### src/rtl/bram_port_ctrl_pkg.sv
// Shared types for the block-RAM load/store front-end.
package bram_port_ctrl_pkg;

  typedef enum logic [1:0] {
    SZ_B   = 2'd0,
    SZ_H   = 2'd1,
    SZ_W   = 2'd2,
    SZ_BAD = 2'd3
  } mem_size_t;

  typedef enum logic [1:0] {
    IDLE = 2'd0,
    RD   = 2'd1,
    RSP  = 2'd2
  } bpc_state_t;

endpackage

### src/rtl/bram_port_ctrl_if.sv
// Request/response handshake bus between the CPU memory stage and the controller.
interface bram_port_ctrl_if;
  logic        reqValid;
  logic        reqReady;
  logic        reqWe;
  logic [1:0]  reqSize;
  logic        reqUnsigned;
  logic [31:0] reqAddr;
  logic [31:0] reqWData;
  logic        rspValid;
  logic        rspReady;
  logic [31:0] rspData;
  logic        rspErr;

  modport master (
    output reqValid, reqWe, reqSize, reqUnsigned, reqAddr, reqWData, rspReady,
    input  reqReady, rspValid, rspData, rspErr
  );

  modport slave (
    input  reqValid, reqWe, reqSize, reqUnsigned, reqAddr, reqWData, rspReady,
    output reqReady, rspValid, rspData, rspErr
  );
endinterface

### src/rtl/bram_port_ctrl_lane.sv
// Combinational lane logic: load extract/extend and sub-word store merge.
module mem_lane_align
  import bram_port_ctrl_pkg::*;
(
  input  logic [31:0] i_rdata,
  input  logic [15:0] i_wdata,
  input  logic [1:0]  i_off,
  input  mem_size_t   i_size,
  input  logic        i_unsigned,
  output logic [31:0] o_load,
  output logic [31:0] o_merge
);

  logic [7:0]  w_byte;
  logic [15:0] w_half;

  // Select the addressed lane and extend it to a full word for loads.
  always_comb begin
    w_byte = i_rdata[{i_off, 3'b000} +: 8];
    w_half = i_rdata[{i_off[1], 4'b0000} +: 16];
    case (i_size)
      SZ_B:    o_load = {{24{~i_unsigned & w_byte[7]}}, w_byte};
      SZ_H:    o_load = {{16{~i_unsigned & w_half[15]}}, w_half};
      default: o_load = i_rdata;
    endcase
  end

  // Replace the addressed lane of the read word with the store data.
  always_comb begin
    o_merge = i_rdata;
    case (i_size)
      SZ_B:    o_merge[{i_off, 3'b000} +: 8]     = i_wdata[7:0];
      SZ_H:    o_merge[{i_off[1], 4'b0000} +: 16] = i_wdata;
      default: o_merge = i_rdata;
    endcase
  end

endmodule

### src/rtl/bram_port_ctrl.sv
// Load/store front-end for a single-port word-wide BRAM with 1-cycle read latency.
module bram_port_ctrl
  import bram_port_ctrl_pkg::*;
#(
  parameter int unsigned P_DEPTH = 256,
  localparam int unsigned AW = $clog2(P_DEPTH)
) (
  input  logic             clk,
  input  logic             rst,
  bram_port_ctrl_if.slave  bus,
  output logic             ramEn,
  output logic             ramWe,
  output logic [AW-1:0]    ramAddr,
  output logic [31:0]      ramWData,
  input  logic [31:0]      ramRData
);

  bpc_state_t    r_state;
  logic [1:0]    r_off;
  mem_size_t     r_size;
  logic          r_uns;
  logic          r_we;
  logic [15:0]   r_wdata;
  logic [AW-1:0] r_idx;
  logic [31:0]   r_rspData;
  logic          r_rspErr;

  mem_size_t     w_size;
  logic          w_acc;
  logic          w_err;
  logic          w_sw;
  logic [31:0]   w_hi;
  logic [31:0]   w_load;
  logic [31:0]   w_merge;

  assign w_size       = mem_size_t'(bus.reqSize);
  assign bus.reqReady = (r_state == IDLE) & ~rst;
  assign w_acc        = bus.reqValid & bus.reqReady;
  assign w_sw         = bus.reqWe & (w_size == SZ_W);
  assign bus.rspValid = (r_state == RSP);
  assign bus.rspData  = r_rspData;
  assign bus.rspErr   = r_rspErr;

  // Classify the incoming request as illegal, misaligned or out of range.
  always_comb begin
    w_hi  = bus.reqAddr >> (AW + 2);
    w_err = (w_size == SZ_BAD)
          | ((w_size == SZ_H) & bus.reqAddr[0])
          | ((w_size == SZ_W) & (bus.reqAddr[1:0] != 2'b00))
          | (w_hi != '0);
  end

  mem_lane_align u_lane (
    .i_rdata    (ramRData),
    .i_wdata    (r_wdata),
    .i_off      (r_off),
    .i_size     (r_size),
    .i_unsigned (r_uns),
    .o_load     (w_load),
    .o_merge    (w_merge)
  );

  // RAM pins: accept-cycle access straight from the request, RMW write-back from RD.
  // Because r_state resets asynchronously, an RMW write pending in RD is dropped on reset.
  always_comb begin
    ramEn    = 1'b0;
    ramWe    = 1'b0;
    ramAddr  = r_idx;
    ramWData = w_merge;
    if (w_acc && !w_err) begin
      ramEn    = 1'b1;
      ramWe    = w_sw;
      ramAddr  = bus.reqAddr[AW+1:2];
      ramWData = bus.reqWData;
    end else if ((r_state == RD) && r_we) begin
      ramEn = 1'b1;
      ramWe = 1'b1;
    end
  end

  // FSM, request latch and response registers.
  always_ff @(posedge clk or posedge rst) begin
    if (rst) begin
      r_state   <= IDLE;
      r_off     <= '0;
      r_size    <= SZ_B;
      r_uns     <= 1'b0;
      r_we      <= 1'b0;
      r_wdata   <= '0;
      r_idx     <= '0;
      r_rspData <= '0;
      r_rspErr  <= 1'b0;
    end else begin
      case (r_state)
        IDLE: begin
          if (w_acc) begin
            r_off   <= bus.reqAddr[1:0];
            r_size  <= w_size;
            r_uns   <= bus.reqUnsigned;
            r_we    <= bus.reqWe;
            r_wdata <= bus.reqWData[15:0];
            r_idx   <= bus.reqAddr[AW+1:2];
            if (w_err || w_sw) begin
              r_rspErr  <= w_err;
              r_rspData <= '0;
              r_state   <= RSP;
            end else begin
              r_state <= RD;
            end
          end
        end
        RD: begin
          r_rspErr  <= 1'b0;
          r_rspData <= r_we ? '0 : w_load;
          r_state   <= RSP;
        end
        RSP: begin
          if (bus.rspReady) r_state <= IDLE;
        end
        default: r_state <= IDLE;
      endcase
    end
  end

endmodule
### src/flat_wrapper.sv
// flat-port wrapper written by rule: the top's interface ports become plain ports
module bram_port_ctrl_flat import bram_port_ctrl_pkg::*;
#(
  parameter int unsigned P_DEPTH = 256,
  localparam int unsigned AW = $clog2(P_DEPTH)
)
  (clk, rst, ramEn, ramWe, ramAddr, ramWData, ramRData, bus_reqValid, bus_reqWe, bus_reqSize, bus_reqUnsigned, bus_reqAddr, bus_reqWData, bus_rspReady, bus_reqReady, bus_rspValid, bus_rspData, bus_rspErr);
  bram_port_ctrl_if bus_i ();
  input  logic clk;
  input  logic rst;
  output logic ramEn;
  output logic ramWe;
  output logic [AW-1:0] ramAddr;
  output logic [31:0] ramWData;
  input  logic [31:0] ramRData;
  input wire logic [$bits(bus_i.reqValid)-1:0] bus_reqValid;
  input wire logic [$bits(bus_i.reqWe)-1:0] bus_reqWe;
  input wire logic [$bits(bus_i.reqSize)-1:0] bus_reqSize;
  input wire logic [$bits(bus_i.reqUnsigned)-1:0] bus_reqUnsigned;
  input wire logic [$bits(bus_i.reqAddr)-1:0] bus_reqAddr;
  input wire logic [$bits(bus_i.reqWData)-1:0] bus_reqWData;
  input wire logic [$bits(bus_i.rspReady)-1:0] bus_rspReady;
  output wire logic [$bits(bus_i.reqReady)-1:0] bus_reqReady;
  output wire logic [$bits(bus_i.rspValid)-1:0] bus_rspValid;
  output wire logic [$bits(bus_i.rspData)-1:0] bus_rspData;
  output wire logic [$bits(bus_i.rspErr)-1:0] bus_rspErr;
  assign bus_i.reqValid = bus_reqValid;
  assign bus_i.reqWe = bus_reqWe;
  assign bus_i.reqSize = bus_reqSize;
  assign bus_i.reqUnsigned = bus_reqUnsigned;
  assign bus_i.reqAddr = bus_reqAddr;
  assign bus_i.reqWData = bus_reqWData;
  assign bus_i.rspReady = bus_rspReady;
  assign bus_reqReady = bus_i.reqReady;
  assign bus_rspValid = bus_i.rspValid;
  assign bus_rspData = bus_i.rspData;
  assign bus_rspErr = bus_i.rspErr;
  bram_port_ctrl #(.P_DEPTH(P_DEPTH)) u_core (.clk(clk), .rst(rst), .bus(bus_i), .ramEn(ramEn), .ramWe(ramWe), .ramAddr(ramAddr), .ramWData(ramWData), .ramRData(ramRData));
endmodule
### config.mk
export PLATFORM = sky130hd
export DESIGN_NAME = bram_port_ctrl_flat
export DESIGN_NICKNAME = d
export VERILOG_FILES = /design/src/rtl/bram_port_ctrl_pkg.sv /design/src/rtl/bram_port_ctrl_if.sv /design/src/rtl/bram_port_ctrl_lane.sv /design/src/rtl/bram_port_ctrl.sv /design/src/flat_wrapper.sv
export SDC_FILE = /design/constraint.sdc
export NUM_CORES = 1
export LEC_CHECK = 0
export ABC_AREA = 1
export ABC_CLOCK_PERIOD_IN_PS = 2500
export BUFFER_PORTS_ARGS = -buffer_cell sky130_fd_sc_hd__buf_2
export CAP_MARGIN = 20
export CORE_ASPECT_RATIO = 2
export CORE_MARGIN = 1.5
export CORE_UTILIZATION = 30
export CTS_BUF_LIST = sky130_fd_sc_hd__clkbuf_8
export CTS_CLUSTER_DIAMETER = 120
export DETAILED_ROUTE_END_ITERATION = 12
export GPL_ROUTABILITY_DRIVEN = 0
export SYNTH_ARGS = -nofsm -noshare
export SYNTH_HDL_FRONTEND = slang
export SYNTH_SLANG_ARGS = --single-unit
### constraint.sdc
create_clock -name clk -period 2.5 [get_ports clk]
set_input_delay 0.25 -clock clk [delete_from_list [all_inputs] [get_ports clk]]
set_output_delay 0.25 -clock clk [all_outputs]
set_load 0.05 [all_outputs]
Word-level counts from Yosys, hierarchy flattened
Index checks and enable logic that the tools add are counted.
{"block": "classes", "reduce_logical": 12, "bitwise_logic": 12, "shift": 6, "muxes": 20, "add_sub_neg": 2, "eq_ne": 9}
{"cell": "case mux 32 bit (2 select lines)", "count": 3}
{"cell": "2-to-1 mux 32 bit", "count": 4}
{"cell": "bitwise mux 32 bit", "count": 2}
{"cell": "nonzero test 32 bit", "count": 1}
{"cell": "variable shift 16 x 7 -> 32 bit (first input constant)", "count": 1}
{"cell": "variable shift 8 x 7 -> 32 bit (first input constant)", "count": 1}
{"cell": "variable part select 16 x 7 -> 32 bit", "count": 1}
{"cell": "variable part select 32 x 6 -> 16 bit", "count": 1}
{"cell": "variable part select 32 x 6 -> 8 bit", "count": 1}
{"cell": "variable part select 8 x 7 -> 32 bit", "count": 1}
{"cell": "negation 5 -> 7 bit", "count": 2}
{"cell": "2-to-1 mux 8 bit", "count": 1}
{"cell": "bitwise AND 1 bit", "count": 7}
{"cell": "== test 2 x 1 -> 1 bit (second input constant)", "count": 3}
{"cell": "== test 2 bit (second input constant)", "count": 3}
{"cell": "2-to-1 mux 2 bit", "count": 3}
{"cell": "case mux 2 bit (3 select lines)", "count": 1}
{"cell": "2-to-1 mux 1 bit", "count": 5}
{"cell": "logical NOT 2 bit", "count": 2}
{"cell": "!= test 2 bit (second input constant)", "count": 2}
{"cell": "AND reduction 2 bit", "count": 2}
{"cell": "nonzero test 2 bit", "count": 2}
{"cell": "bitwise OR 1 bit", "count": 3}
{"cell": "AND reduction 3 bit", "count": 1}
{"cell": "other kinds (6)", "count": 8}
{"block": "word_totals", "reg_bits": 65, "output_inout_bits": 77}

Depth between registers and ports, before layout
Gate-level depths: netlist of run 1.
{"block": "logic_depth", "word_depth": 9, "mapped_depth": 12, "ltp_nobuf": 10}

Hierarchy
From an unflattened synthesis of run 1, not the netlist that was laid out.
{"block": "hier_totals", "hier_cells": 859, "hier_area_um2": 5413.9}
{"module": "bram_port_ctrl", "n_inst": 1, "cells_per_inst": 420, "area_each_um2": 3201.8, "seq_area_each_um2": 1626.6}
{"module": "mem_lane_align", "n_inst": 1, "cells_per_inst": 439, "area_each_um2": 2212.1, "seq_area_each_um2": 0.0}

Worst setup path after synthesis of run 1
Ideal clock, no wire load.
{"block": "synth_timing", "path_kind": "register to output", "startpoint": "register u_core.r_state[0]", "endpoint": "output ramAddr[1]", "arrival_ns": 2.881, "stages_incl_launch_ff": 7, "setup_slack_ns": -0.631, "path_buffers": 1, "path_cell_list": "dfrtp_1 -> nor3_2 -> nand2_1 -> inv_2 -> nand2_2 -> clkbuf_1 -> o21ai_0"}
{"block": "synth_between", "elab_chain_cells": 5}
{"item": "start, declared", "line_no": "bram_port_ctrl.sv:18", "source": "bpc_state_t r_state;"}
{"item": "start signal, assigned", "line_no": "bram_port_ctrl.sv:84", "source": "r_state <= IDLE;"}
{"item": "start signal, assigned", "line_no": "bram_port_ctrl.sv:106", "source": "r_state <= RSP;"}
{"item": "start signal, assigned", "line_no": "bram_port_ctrl.sv:108", "source": "r_state <= RD;"}
{"item": "logical NOT 2 bit", "line_no": "bram_port_ctrl.sv:37", "source": "assign bus.reqReady = (r_state == IDLE) & ~rst;"}
{"item": "bitwise AND 1 bit", "line_no": "bram_port_ctrl.sv:37"}
{"item": "named net bus_reqReady", "line_no": "flat_wrapper.sv:23", "source": "output wire logic [$bits(bus_i.reqReady)-1:0] bus_reqReady;"}
{"item": "bitwise AND 1 bit", "line_no": "bram_port_ctrl.sv:38", "source": "assign w_acc = bus.reqValid & bus.reqReady;"}
{"item": "logical AND 1 bit", "line_no": "bram_port_ctrl.sv:70", "source": "if (w_acc && !w_err) begin"}
{"item": "2-to-1 mux 8 bit", "line_no": "bram_port_ctrl.sv:70"}
{"item": "end, declared", "line_no": "flat_wrapper.sv:13", "source": "output logic [AW-1:0] ramAddr;"}
The timed path passes the listed nets, and every way through them passes these cells.

Final worst setup path of run 1
{"block": "layout_timing", "startpoint": "register u_core.r_off[1]", "endpoint": "output ramWData[24]"}
{"block": "layout_between", "elab_chain_cells": 5, "word_cells_on_any_way": 10, "classes_between": "add/sub (2); shift (4); mux (4)"}
{"item": "start, declared", "line_no": "bram_port_ctrl.sv:19", "source": "logic [1:0] r_off;"}
{"item": "start signal, assigned", "line_no": "bram_port_ctrl.sv:97", "source": "r_off <= bus.reqAddr[1:0];"}
{"item": "negation 5 -> 7 bit, on equally long branches", "line_no": "bram_port_ctrl_lane.sv:33, bram_port_ctrl_lane.sv:32"}
{"item": "variable part select 16 x 7 -> 32 bit (tied with other cells)", "line_no": "bram_port_ctrl_lane.sv:33", "source": "SZ_H: o_merge[{i_off[1], 4'b0000} +: 16] = i_wdata;"}
{"item": "bitwise mux 32 bit, on equally long branches", "line_no": "bram_port_ctrl_lane.sv:33, bram_port_ctrl_lane.sv:32"}
{"item": "case mux 32 bit (2 select lines) *", "line_no": "bram_port_ctrl_lane.sv:31", "source": "case (i_size)"}
{"item": "2-to-1 mux 32 bit *", "line_no": "bram_port_ctrl.sv:70"}
{"item": "end, declared", "line_no": "flat_wrapper.sv:14", "source": "output logic [31:0] ramWData;"}
Every way passes the cells marked *; elsewhere a longest branch is shown, timed or not.

==> results.tsv, run 1 <==
stage	metric	value	unit
pwr	irDropWorstVdd	0.463	mV
place	io_buffers	180	
critical_path	crit_arrival	2240	ps
cts	cts_buffers	9	
route	vias_per_cell	5.15	
sta	tightest_slew	537	ps
finish	antennaDiodeCount	0	
floorplan	die_w	94.6	um
finish	synthToLayoutAreaGrowth	33.9	%
synth	yosys_register_bits	65	
route	wl_per_cell	18.7	um
outcome	status	finished clean	
worst_hold_path	hold_class	input port to flop	
floorplan	die_area	17600	sq um
finish	final_cell_mix	nand2_1 (239), buf_2 (148), nand3_1 (118)	
floorplan	start_util	30.8	%
sta	maxSlewHeadroom	63.9	%
synth	synth-seq-area-share	32.3	%
place	place_ws	106	ps
synth	synth_area	5030	sq um
grt	grt_pass1_wl	32.2	mm
synth	yosysWarnings	0	
cts	clkSlewWorstSetupHoldPaths	80	ps
critical_path	crit_chain	inv_6, ha_2, buf_4, o21ai_0, o211ai_1, nand2_1, nand2_1, nand2_1, buf_6	
route	dr.first_iter.drc_count	446	
critical_path	crit_path_start	u_core.r_off[1]	
cts	clock_path_buffers	2	
critical_path	crit_type	flop to primary output	
finish	drive_above_1_share	28.7	%
finish	final_common_cell	nand2_1	
sta	period_share	99.5	%
critical_path	cp_max_fo	11	
pwr	power.density	760	nW/um^2
route	num_vias	6060	
floorplan	fp.dieH	186	um
grt	track_usage	24.9	%
synth	synth_area_per_cell	6.29	sq um
finish	nNetsFinal	1076	
synth	synth.distinct_cells	26	
critical_path	startpoint_type	flop	
sta	rsz0062_at_grt	yes	
route	finalWirelength	22.0	mm
critical_path	cp.required	2250	ps
critical_path	critPathTopFamily	buffers and inverters	
critical_path	crit_buf_inv	3	
floorplan	core	16400	sq um
critical_path	timing.rr.start	u_core.r_state[0]	
cts	clkLatencyLatePin	370	ps
place	dp.final_hpwl	17.0	mm
critical_path	setup.worst_path.end	ramWData[24]	
synth	synth_nets	910	
grt	grt_antenna_before_repair	0	
sta	setup_viol	0	
critical_path	reg2regPathDepth	8	
cts	cts_sinks	65	
sta	skew	11.3	ps
sta	period_needed	2490	ps
grt	grt-ovfl-total	0	
critical_path	crit_path_top_delay_cell	dfrtp_2	
critical_path	r2r_setup_slack	610	ps
floorplan	io_pins	181	
cts	cts_tree	yes	
grt	grt_max_degree	66	
sta	hold_slack	103	ps
critical_path	end_kind	primary output	
floorplan	rows	66	
route	ant_nets	0	
sta	slew_viol_final	0	
cts	htreeDepth	3	
grt	grt_pass1_vias	5763	
flow_run	max_cap_viol_count	0	
sta	hold_viol	0	
critical_path	slowest_delay	450	ps
cts	cts-root-buf	clkbuf_8	
critical_path	path_common_cell	nand2_1	
critical_path	regToRegEndpoint	u_core.bus.rspData[12]	
pwr	leakage	3.73	nW
route	drt_pass1_iterations	6	
sta	fmax	0.402	GHz
sta	worst_slack	11.5	ps
sta	setup_tns	0	ps
route	post-route-drc-count	0	
critical_path	cp_num_cells	9	
synth	synth_cells	801	
power by group:
group	internal [mW]	total, mW	leakage (nW)	switching, mW
Combinational	0.957	2.95	2.77	1.99
Sequential	1.15	1.26	0.856	0.106
Clock	0.480	0.923	0.0995	0.443
Total	2.59	5.13	3.73	2.54
state kept, by name, indices dropped and copies added (netlist names):
register / flops
u_core.r_off: 2
u_core.bus.rspData: 32
u_core.bus.rspErr: 1
u_core.r_state: 2
u_core.r_uns: 1
u_core.r_size: 2
u_core.r_we: 1
u_core.r_idx: 8
u_core.r_wdata: 16
final cells by class:
cell class,instances,area [sq um]
clock buffers,10,138
clock inverters,6,58.8
fillers,1818,9610
inverters,104,404
multi-input cells,582,2940
flip-flops and latches,65,1630
well taps,204,255
repair buffers,205,1320
synthesized netlist by cell type:
cell	instances	share of area, %
o21ai_1	2	0.20
nand3_1	122	12
buf_2	18	1.8
buf_4	8	1.2
ha_1	5	1.2
buf_6	1	0.22
nor2_4	1	0.22
o22ai_1	16	2.0
a21oi_1	18	1.8
nand2_4	2	0.45
nand2_1	241	18
nor2_1	12	0.89
dfrtp_1	65	32
inv_2	4	0.30
nor3_2	1	0.20
nor2_2	1	0.12
o21ai_0	120	12
clkbuf_1	23	1.7
clkinv_2	1	0.099
or2_2	7	0.87
and2_1	1	0.12
nand2_2	4	0.50
inv_4	1	0.12
o21a_1	1	0.15
inv_1	98	7.3
o211ai_1	28	4.2
per-layer routing:
metal  wire [um]  GRT usage (%)  up-vias  share of wire [%]
li1            -              -     2962                  -
met5           0              0        -                  0
met1        7520           25.3     2752                 34
met4        2400           23.6        0                 11
met3        1110           4.35       96                5.0
met2       11000           42.1      250                 50
metrics by stage:
stage / instances / cell area (sq um) / power (mW) / utilization (%)
floorplan: 801 / 5120 / 3.11 / -
global placement: 1155 / 6290 / 3.93 / 38.5
detailed placement: 1155 / 6290 / 3.94 / 38.5
CTS: 1172 / 6570 / 4.94 / 40.2
global route: 1176 / 6740 / 5.40 / 41.2
finish: 1176 / 6740 / 5.13 / 41.2
worst min path at each step:
stage                               start                end  depth (start not counted)
after floorplan                 bus_reqWe        u_core.r_we                          2
after global placement                rst  u_core.r_state[1]                          3
after detailed placement              rst  u_core.r_state[1]                          3
after CTS                 bus_reqWData[2]  u_core.r_wdata[2]                          3
after global routing            bus_reqWe        u_core.r_we                          3
final                     bus_reqWData[2]  u_core.r_wdata[2]                          3
logic make-up (layout without fill, tap and decap cells):
group	after synthesis	after routing	share of synthesized area [%]
AND/OR/NAND/NOR	392	392	33.5
AO/OA/AOI/OAI	185	185	20.2
buffers and inverters	154	325	12.7
flip-flops	65	65	32.3
adder cells (fa/ha/maj)	5	5	1.24
timing repair:
action | 4_1_cts | 5_1_grt
buffers inserted | 0 | 4
hold buffers | 1 | 0
pin swaps | 0 | 1
resized for setup | 25 | 66
endpoints found under the setup margin | 30 | 32
endpoints found under the hold margin | 14 | 0
worst register-to-register path: stages, from the launching register on:
cell and delay, ps:
dfrtp_1 440, nor3_4 190, nand2_1 110, inv_2 210
buf_4 310, nand2_1 90, buf_4 240, nand3_1 140
nand2_1 50
Note: power is estimated with default switching activity, not from simulation.
==> inputs of run 2 (changes only) <==
--- a/config.mk
+++ b/config.mk
@@ -6,7 +6,7 @@
 export NUM_CORES = 1
 export LEC_CHECK = 0
 export ABC_AREA = 1
-export ABC_CLOCK_PERIOD_IN_PS = 2500
+export ABC_CLOCK_PERIOD_IN_PS = 3000
 export BUFFER_PORTS_ARGS = -buffer_cell sky130_fd_sc_hd__buf_2
 export CAP_MARGIN = 20
 export CORE_ASPECT_RATIO = 2
@@ -16,6 +16,7 @@
 export CTS_CLUSTER_DIAMETER = 120
 export DETAILED_ROUTE_END_ITERATION = 12
 export GPL_ROUTABILITY_DRIVEN = 0
+export MAX_ROUTING_LAYER = met4
 export SYNTH_ARGS = -nofsm -noshare
 export SYNTH_HDL_FRONTEND = slang
 export SYNTH_SLANG_ARGS = --single-unit
==> constraint.sdc (replaced) <==
create_clock -name clk -period 3 [get_ports clk]
set_input_delay 0.3 -clock clk [delete_from_list [all_inputs] [get_ports clk]]
set_output_delay 0.3 -clock clk [all_outputs]
set_load 0.05 [all_outputs]
==> run 2 against run 1 <==
- combinational power shrank 26%
- design area decreased by 5.2%
- clock power decreased by 0.8%
- utilization is 2.1 points lower
- setup slack gained 180 ps
- clock skew rose by 2.6 ps
- critical path type unchanged
- wire length shrank 4.4%
- sequential power is 17% lower
- largest cell class unchanged
- via count grew 0.25%
- total power down 19%
==> results.tsv, run 2 (synthesis results as in run 1) <==
stage	metric	value	unit	change
outcome	status	finished clean		
sta	skew	13.9	ps	+2.63 ps
cts	cts_sinks	65		unchanged
cts	cts_tree	yes		
critical_path	cp.required	2700	ps	+450 ps
pwr	irDropWorstVdd	0.385	mV	-17%
pwr	power.density	647	nW/um^2	-15%
finish	final_cell_mix	nand2_1 (240), buf_2 (172), nand3_1 (122)		
pwr	sw_frac_of_total	49.0	%	-0.59 points
route	ant_nets	0		unchanged
pwr	p_clk_share	22.1	%	+4.1 points
critical_path	cp_max_fo	61		+50
finish	drive_above_1_share	24.6	%	-4.1 points
finish	largest_reg_flops	32		unchanged
finish	n_fill_cell	1875		+3.1%
pwr	p_seq_share	25.3	%	+0.8 points
grt	grt_pass1_vias	5724		-0.68%
sta	tightest_slew	1110	ps	+571 ps
finish	register_area	1630	sq um	about the same
sta	setup_viol	0		unchanged
finish	final_common_cell	nand2_1		
sta	period_needed	2810	ps	
finish	nNetsFinal	1064		-1.1%
sta	worst_slack	194	ps	+182 ps
pwr	p_comb_share	52.5	%	-5.0 points
sta	fmax	0.356	GHz	
critical_path	crit_arrival	2510	ps	+270 ps
grt	grt_max_degree	62		-6.1%
critical_path	slowest_delay	470	ps	+20 ps
grt	track_usage	24.8	%	-0.13 points
worst_hold_path	hold_class	input port to asynchronous set/reset pin		
floorplan	start_util	30.8	%	unchanged
route	vias_per_cell	5.22		+1.3%
cts	htreeDepth	3		unchanged
pwr	p_int	2.11	mW	-18%
finish	final_util	39.1	%	-2.1 points
pwr	power	4.14	mW	-19%
sta	rsz0062_at_grt	no		
cts	cts_buffers	9		unchanged
pwr	leakage	3.61	nW	-3.2%
place	io_buffers	180		unchanged
route	num_vias	6075		+0.25%
cts	clock_path_buffers	2		unchanged
pwr	p_switching	2.03	mW	-20%
cts	cts-root-buf	clkbuf_8		
floorplan	io_pins	181		unchanged
cts	clkSlewWorstSetupHoldPaths	80	ps	about the same
critical_path	crit_chain	buf_4, ha_2, o21ai_0, o211ai_1, nand3_1, nand2_1, nand2_1, buf_2		
critical_path	crit_type	flop to primary output		
route	drt_pass1_iterations	6		unchanged
cts	clkLatencyLatePin	370	ps	about the same
route	dr.first_iter.drc_count	414		-7.2%
sta	hold_viol	0		unchanged
flow_run	max_cap_viol_count	0		unchanged
sta	slew_viol_final	0		unchanged
floorplan	die_w	94.6	um	unchanged
place	place_ws	542	ps	+436 ps
floorplan	die_area	17600	sq um	unchanged
finish	multi_input_area	2770	sq um	-5.5%
grt	grt_pass1_wl	31.4	mm	-2.5%
critical_path	crit_path_top_delay_cell	buf_4		
critical_path	startpoint_type	flop		
sta	maxSlewHeadroom	26.2	%	-38 points
place	dp.final_hpwl	16.9	mm	-0.71%
critical_path	end_kind	primary output		
grt	grt-ovfl-total	0		unchanged
route	finalWirelength	21.0	mm	-4.4%
floorplan	fp.dieH	186	um	unchanged
route	post-route-drc-count	0		unchanged
route	wl_per_cell	18.1	um	-3.4%
floorplan	core	16400	sq um	unchanged
floorplan	rows	66		unchanged
critical_path	path_common_cell	nand2_1		
grt	grt_antenna_before_repair	1		+1
sta	period_share	93.5	%	
finish	synthToLayoutAreaGrowth	27.0	%	
[run 2: cell types whose count changed in the layout (fill, tap and decap cells not counted), moves of 4 or more]
cell,change
o21ai_0,+40
buf_2,+24
o21ai_2,-22
o21ai_1,-18
buf_4,-16
buf_6,-12
clkbuf_4,-5
nand3_1,+4
nand3_2,-4
[run 2: timing repair]
| item | 4_1_cts | 5_1_grt |
|---|---|---|
| resized for setup | 0 | 7 |
| buffers inserted | 0 | 0 |
| hold buffers | 0 | 0 |
| setup endpoints to repair | 0 | 22 |
[run 2: stage by stage]
step	std cells	setup TNS (ps)	cell area (sq um)	hold WS (ps)
finish	1164	0	6390	49.2
floorplan	801	-3250	5030	410
CTS	1163	0	6370	61.2
global route	1164	0	6390	96.2
global placement	1148	0	6140	466
detailed placement	1148	0	6140	465
[run 2: worst paths after layout]
check                           startpoint                     end  slack [ps]  cells after the start
max reg2reg                u_core.r_off[1]  u_core.bus.rspData[18]        1070                      9
min reg2reg                u_core.r_idx[0]         u_core.r_idx[0]         490                      2
min in group clk           bus_reqWData[2]       u_core.r_wdata[2]         170                      3
max                        u_core.r_off[1]            ramWData[27]         190                      8
min                                    rst       u_core.r_state[1]          50                      2
max in group asynchronous              rst   u_core.bus.rspData[6]        2290                      3
[run 2: power groups by stage]
stage	sequential, mW	combinational (mW)	clock (mW)
2_1_floorplan	1.04	1.51	0
5_1_grt	1.05	2.34	0.963
3_3_place_gp	1.06	2.13	0
6_report	1.05	2.17	0.916
3_5_place_dp	1.06	2.13	0
4_1_cts	1.04	2.14	0.935
[run 2: area by class of cell]
type | count | share of cell area, %
clock buffers | 9 | 1.94
well taps | 204 | 3.99
clock inverters | 6 | 1.68
multi-input cells | 582 | 43.4
flip-flops and latches | 65 | 25.4
repair buffers | 193 | 17.3
inverters | 104 | 6.22
diodes | 1 | 0.0391
[run 2: critical path, delay by kind of cell (launching register included)]
family                   cells  cell delay [ps]
AO/OA/AOI/OAI                2              330
adder cells (fa/ha/maj)      1              460
buffers and inverters        2              670
flip-flops                   1              380
AND/OR/NAND/NOR              3              280
[run 2: metal layers]
metal	wire, um	vias up	share of wire (%)	GRT usage, %
li1	-	2935	-	-
met1	7290	2741	35	25.9
met2	10800	304	51	41.7
met3	1300	95	6.2	3.86
met4	1620	0	7.7	17.9
met5	0	-	0	-
==> inputs of run 3 (changes only) <==
--- a/config.mk
+++ b/config.mk
@@ -5,7 +5,6 @@
 export SDC_FILE = /design/constraint.sdc
 export NUM_CORES = 1
 export LEC_CHECK = 0
-export ABC_AREA = 1
 export ABC_CLOCK_PERIOD_IN_PS = 3000
 export BUFFER_PORTS_ARGS = -buffer_cell sky130_fd_sc_hd__buf_2
 export CAP_MARGIN = 20
@@ -17,6 +16,7 @@
 export DETAILED_ROUTE_END_ITERATION = 12
 export GPL_ROUTABILITY_DRIVEN = 0
 export MAX_ROUTING_LAYER = met4
+export RECOVER_POWER = 25
 export SYNTH_ARGS = -nofsm -noshare
 export SYNTH_HDL_FRONTEND = slang
 export SYNTH_SLANG_ARGS = --single-unit
==> run 3 against run 2 <==
- critical endpoint is now ramWData[15]
- worst hold slack improved by 92 ps
- global-route usage down 2.1 points
- design area about the same
- final cell count fell by 18%
- synthesized cell count decreased by 27%
- clock skew decreased by 2.6 ps
- setup slack got worse by 150 ps
- die area decreased by 2.1%
- largest cell class unchanged
==> results.tsv, run 3 <==
stage	metric	value	unit	change
outcome	status	finished clean		
pwr	power	4.17	mW	+0.89%
critical_path	cp_max_fo	8		-87%
synth	synth_area_per_cell	8.42	sq um	+34%
synth	synth_commonest_cells	nand2_1 (125), dfrtp_1 (65), o22ai_1 (50)		
synth	synth_area_leaders	dfrtp_1 (33%), nand2_1 (9.5%), mux2_2 (9.1%)		
critical_path	crit_buf_inv	2		unchanged
cts	cts_setup_buffers	0		unchanged
synth	yosys_register_bits	65		unchanged
critical_path	startpoint_type	flop		
route	wl_per_cell	20.0	um	+11%
cts	cts_buffers	9		unchanged
finish	fin_area	6390	sq um	about the same
sta	hold_slack	142	ps	+92.5 ps
finish	antennaDiodeCount	0		-1
synth	yosysWarnings	0		unchanged
synth	synth_edf_count	0		unchanged
route	ant_nets	0		unchanged
synth	synth-seq-area-share	33.0	%	+0.70 points
grt	grt_pass1_vias	5081		-11%
synth	synth.distinct_cells	46		+77%
finish	largest_reg_flops	32		unchanged
route	drt_pass1_iterations	6		unchanged
synth	yosysTopAreaCell	dfrtp_1		
grt	grt-ovfl-total	0		unchanged
sta	maxSlewHeadroom	23.2	%	-3.0 points
grt	grt_max_degree	50		-19%
sta	rsz0062_at_grt	yes		
cts	clock_path_buffers	2		unchanged
cts	htreeDepth	3		unchanged
critical_path	crit_type	flop to primary output		
sta	hold_viol	0		unchanged
place	dp.final_hpwl	14.6	mm	-13%
cts	cts_hold_buf	0		unchanged
route	dr.first_iter.drc_count	521		+26%
critical_path	cp.required	2700	ps	about the same
critical_path	end_kind	primary output		
synth	netlist.area_leader.share	33.0	%	+0.70 points
sta	fmax	0.338	GHz	-5.1%
floorplan	fp.dieH	184	um	-1.0%
cts	clkLatencyLatePin	360	ps	about the same
pwr	leakage	3.02	nW	-16%
critical_path	slowest_delay	520	ps	+50 ps
grt	track_usage	22.7	%	-2.1 points
route	vias_per_cell	5.48		+5.1%
floorplan	die_area	17300	sq um	-2.1%
flow_run	max_cap_viol_count	0		unchanged
finish	drive_above_1_share	37.8	%	+13 points
sta	period_needed	2960	ps	+152 ps
grt	grt_antenna_before_repair	0		-1
critical_path	crit_chain	inv_1, ha_1, nand3_1, or3b_2, a222oi_1, mux2_2, clkbuf_4		
cts	cts_sinks	65		unchanged
critical_path	crit_arrival	2660	ps	+150 ps
floorplan	die_w	93.6	um	-1.0%
finish	nNetsFinal	857		-19%
floorplan	io_pins	181		unchanged
route	post-route-drc-count	0		unchanged
worst_hold_path	hold_class	input port to flop		
cts	cts_tree	yes		
place	place_area	6080	sq um	-1.1%
floorplan	rows	66		unchanged
finish	final_util	39.5	%	+0.39 points
route	num_vias	5248		-14%
grt	grt_pass1_wl	28.6	mm	-8.9%
sta	period_share	98.6	%	+5.1 points
sta	slew_viol_final	0		unchanged
sta	setup_viol	0		unchanged
synth	synth_area	4930	sq um	-2.1%
place	io_buffers	180		unchanged
place	dp.cells	941		-18%
sta	tightest_slew	1150	ps	+43.3 ps
synth	synth_cells	585		-27%
finish	final_cell_mix	buf_2 (169), nand2_1 (125), dfrtp_1 (65)		
critical_path	critPathTopFamily	simple AND/OR/NAND/NOR gates		
finish	finalNonFillerCells	957		-18%
cts	clkSlewWorstSetupHoldPaths	80	ps	about the same
floorplan	start_util	30.4	%	-0.34 points
cts	cts-root-buf	clkbuf_8		
finish	final_common_cell	buf_2		
critical_path	crit_path_top_delay_cell	or3b_2		
pwr	irDropWorstVdd	0.371	mV	-3.7%
synth	synth_ff_type	dfrtp_1		
sta	skew	11.3	ps	-2.63 ps
synth	synth_nets	694		-24%
finish	synthToLayoutAreaGrowth	29.7	%	
synth	yosysMostFrequentCell	nand2_1		
synth	synthArstFlopShare	100	%	unchanged
floorplan	core	16200	sq um	-1.0%
route	finalWirelength	19.2	mm	-9.0%
pwr	power.density	653	nW/um^2	+0.91%
-- run 3: cell count changes in the layout (fill, tap and decap cells not counted), sizes merged, moves of 11 or more --
cell,change
nand2,-122
nand3,-120
o21ai,-94
inv,-77
mux2,+40
o22ai,+34
o211ai,-27
nor2b,+26
a221oi,+25
mux2i,+17
nor4bb,+16
a222oi,+15
nand2b,+11
-- run 3: logic make-up after synthesis --
logic type | after synthesis | synth area share [%]
compound gates | 158 | 22.7
flops | 65 | 33.0
simple gates | 224 | 23.8
buf+inv | 75 | 6.22
fa+ha+maj | 5 | 1.27
mux | 58 | 13.0
-- run 3: power breakdown --
part / internal, mW / switching (mW)
combinational: 0.755 / 1.48
clock: 0.476 / 0.402
sequential: 0.955 / 0.102
total: 2.19 / 1.99
-- run 3: timing repair --
| item | in CTS | in global routing |
|---|---|---|
| resized for setup | 5 | 19 |
| setup endpoints to repair | 6 | 24 |
| pin swaps | 0 | 1 |
-- run 3: through the flow --
step	setup WS (ps)	setup TNS [ps]
3_3_place_gp	383	0
4_1_cts	1.17	0
3_5_place_dp	348	0
2_1_floorplan	44.1	0
6_report	41.5	0
5_1_grt	-59.1	-118
-- run 3: per-layer routing --
metal	share of wire, %	GRT usage, %	vias to the layer above
li1	-	-	2515
met1	36	23.9	2476
met2	53	39.3	208
met3	5.1	3.63	49
met4	5.8	13.3	0
met5	0	-	-
-- run 3: path summary, 6_finish.rpt --
path | depth (start not counted) | to | slack [ps] | startpoint
min in group asynchronous | 2 | u_core.bus.rspData[10] | 230 | rst
worst min-delay path | 3 | u_core.r_idx[5] | 140 | bus_reqAddr[7]
worst max register to register | 5 | u_core.bus.rspData[8] | 350 | u_core.r_off[1]
max in group asynchronous | 3 | u_core.r_wdata[13] | 1200 | rst
worst max-delay path | 7 | ramWData[15] | 40 | u_core.r_off[0]
worst min register to register | 2 | u_core.r_idx[7] | 480 | u_core.r_idx[7]
-- run 3: final cells by class --
class	instances	area, sq um
inverters	23	86.3
flip-flops and latches	65	1630
well taps	204	255
repair buffers	204	1110
fillers	1747	9790
clock buffers	9	124
clock inverters	7	103
multi-input cells	445	3080
-- run 3: worst reg2reg max path, stage by stage (launching register included) --
cell and delay (ps):
dfrtp_1 340, buf_4 440, mux4_2 410, and3_1 340
a221oi_1 790, o22ai_1 180
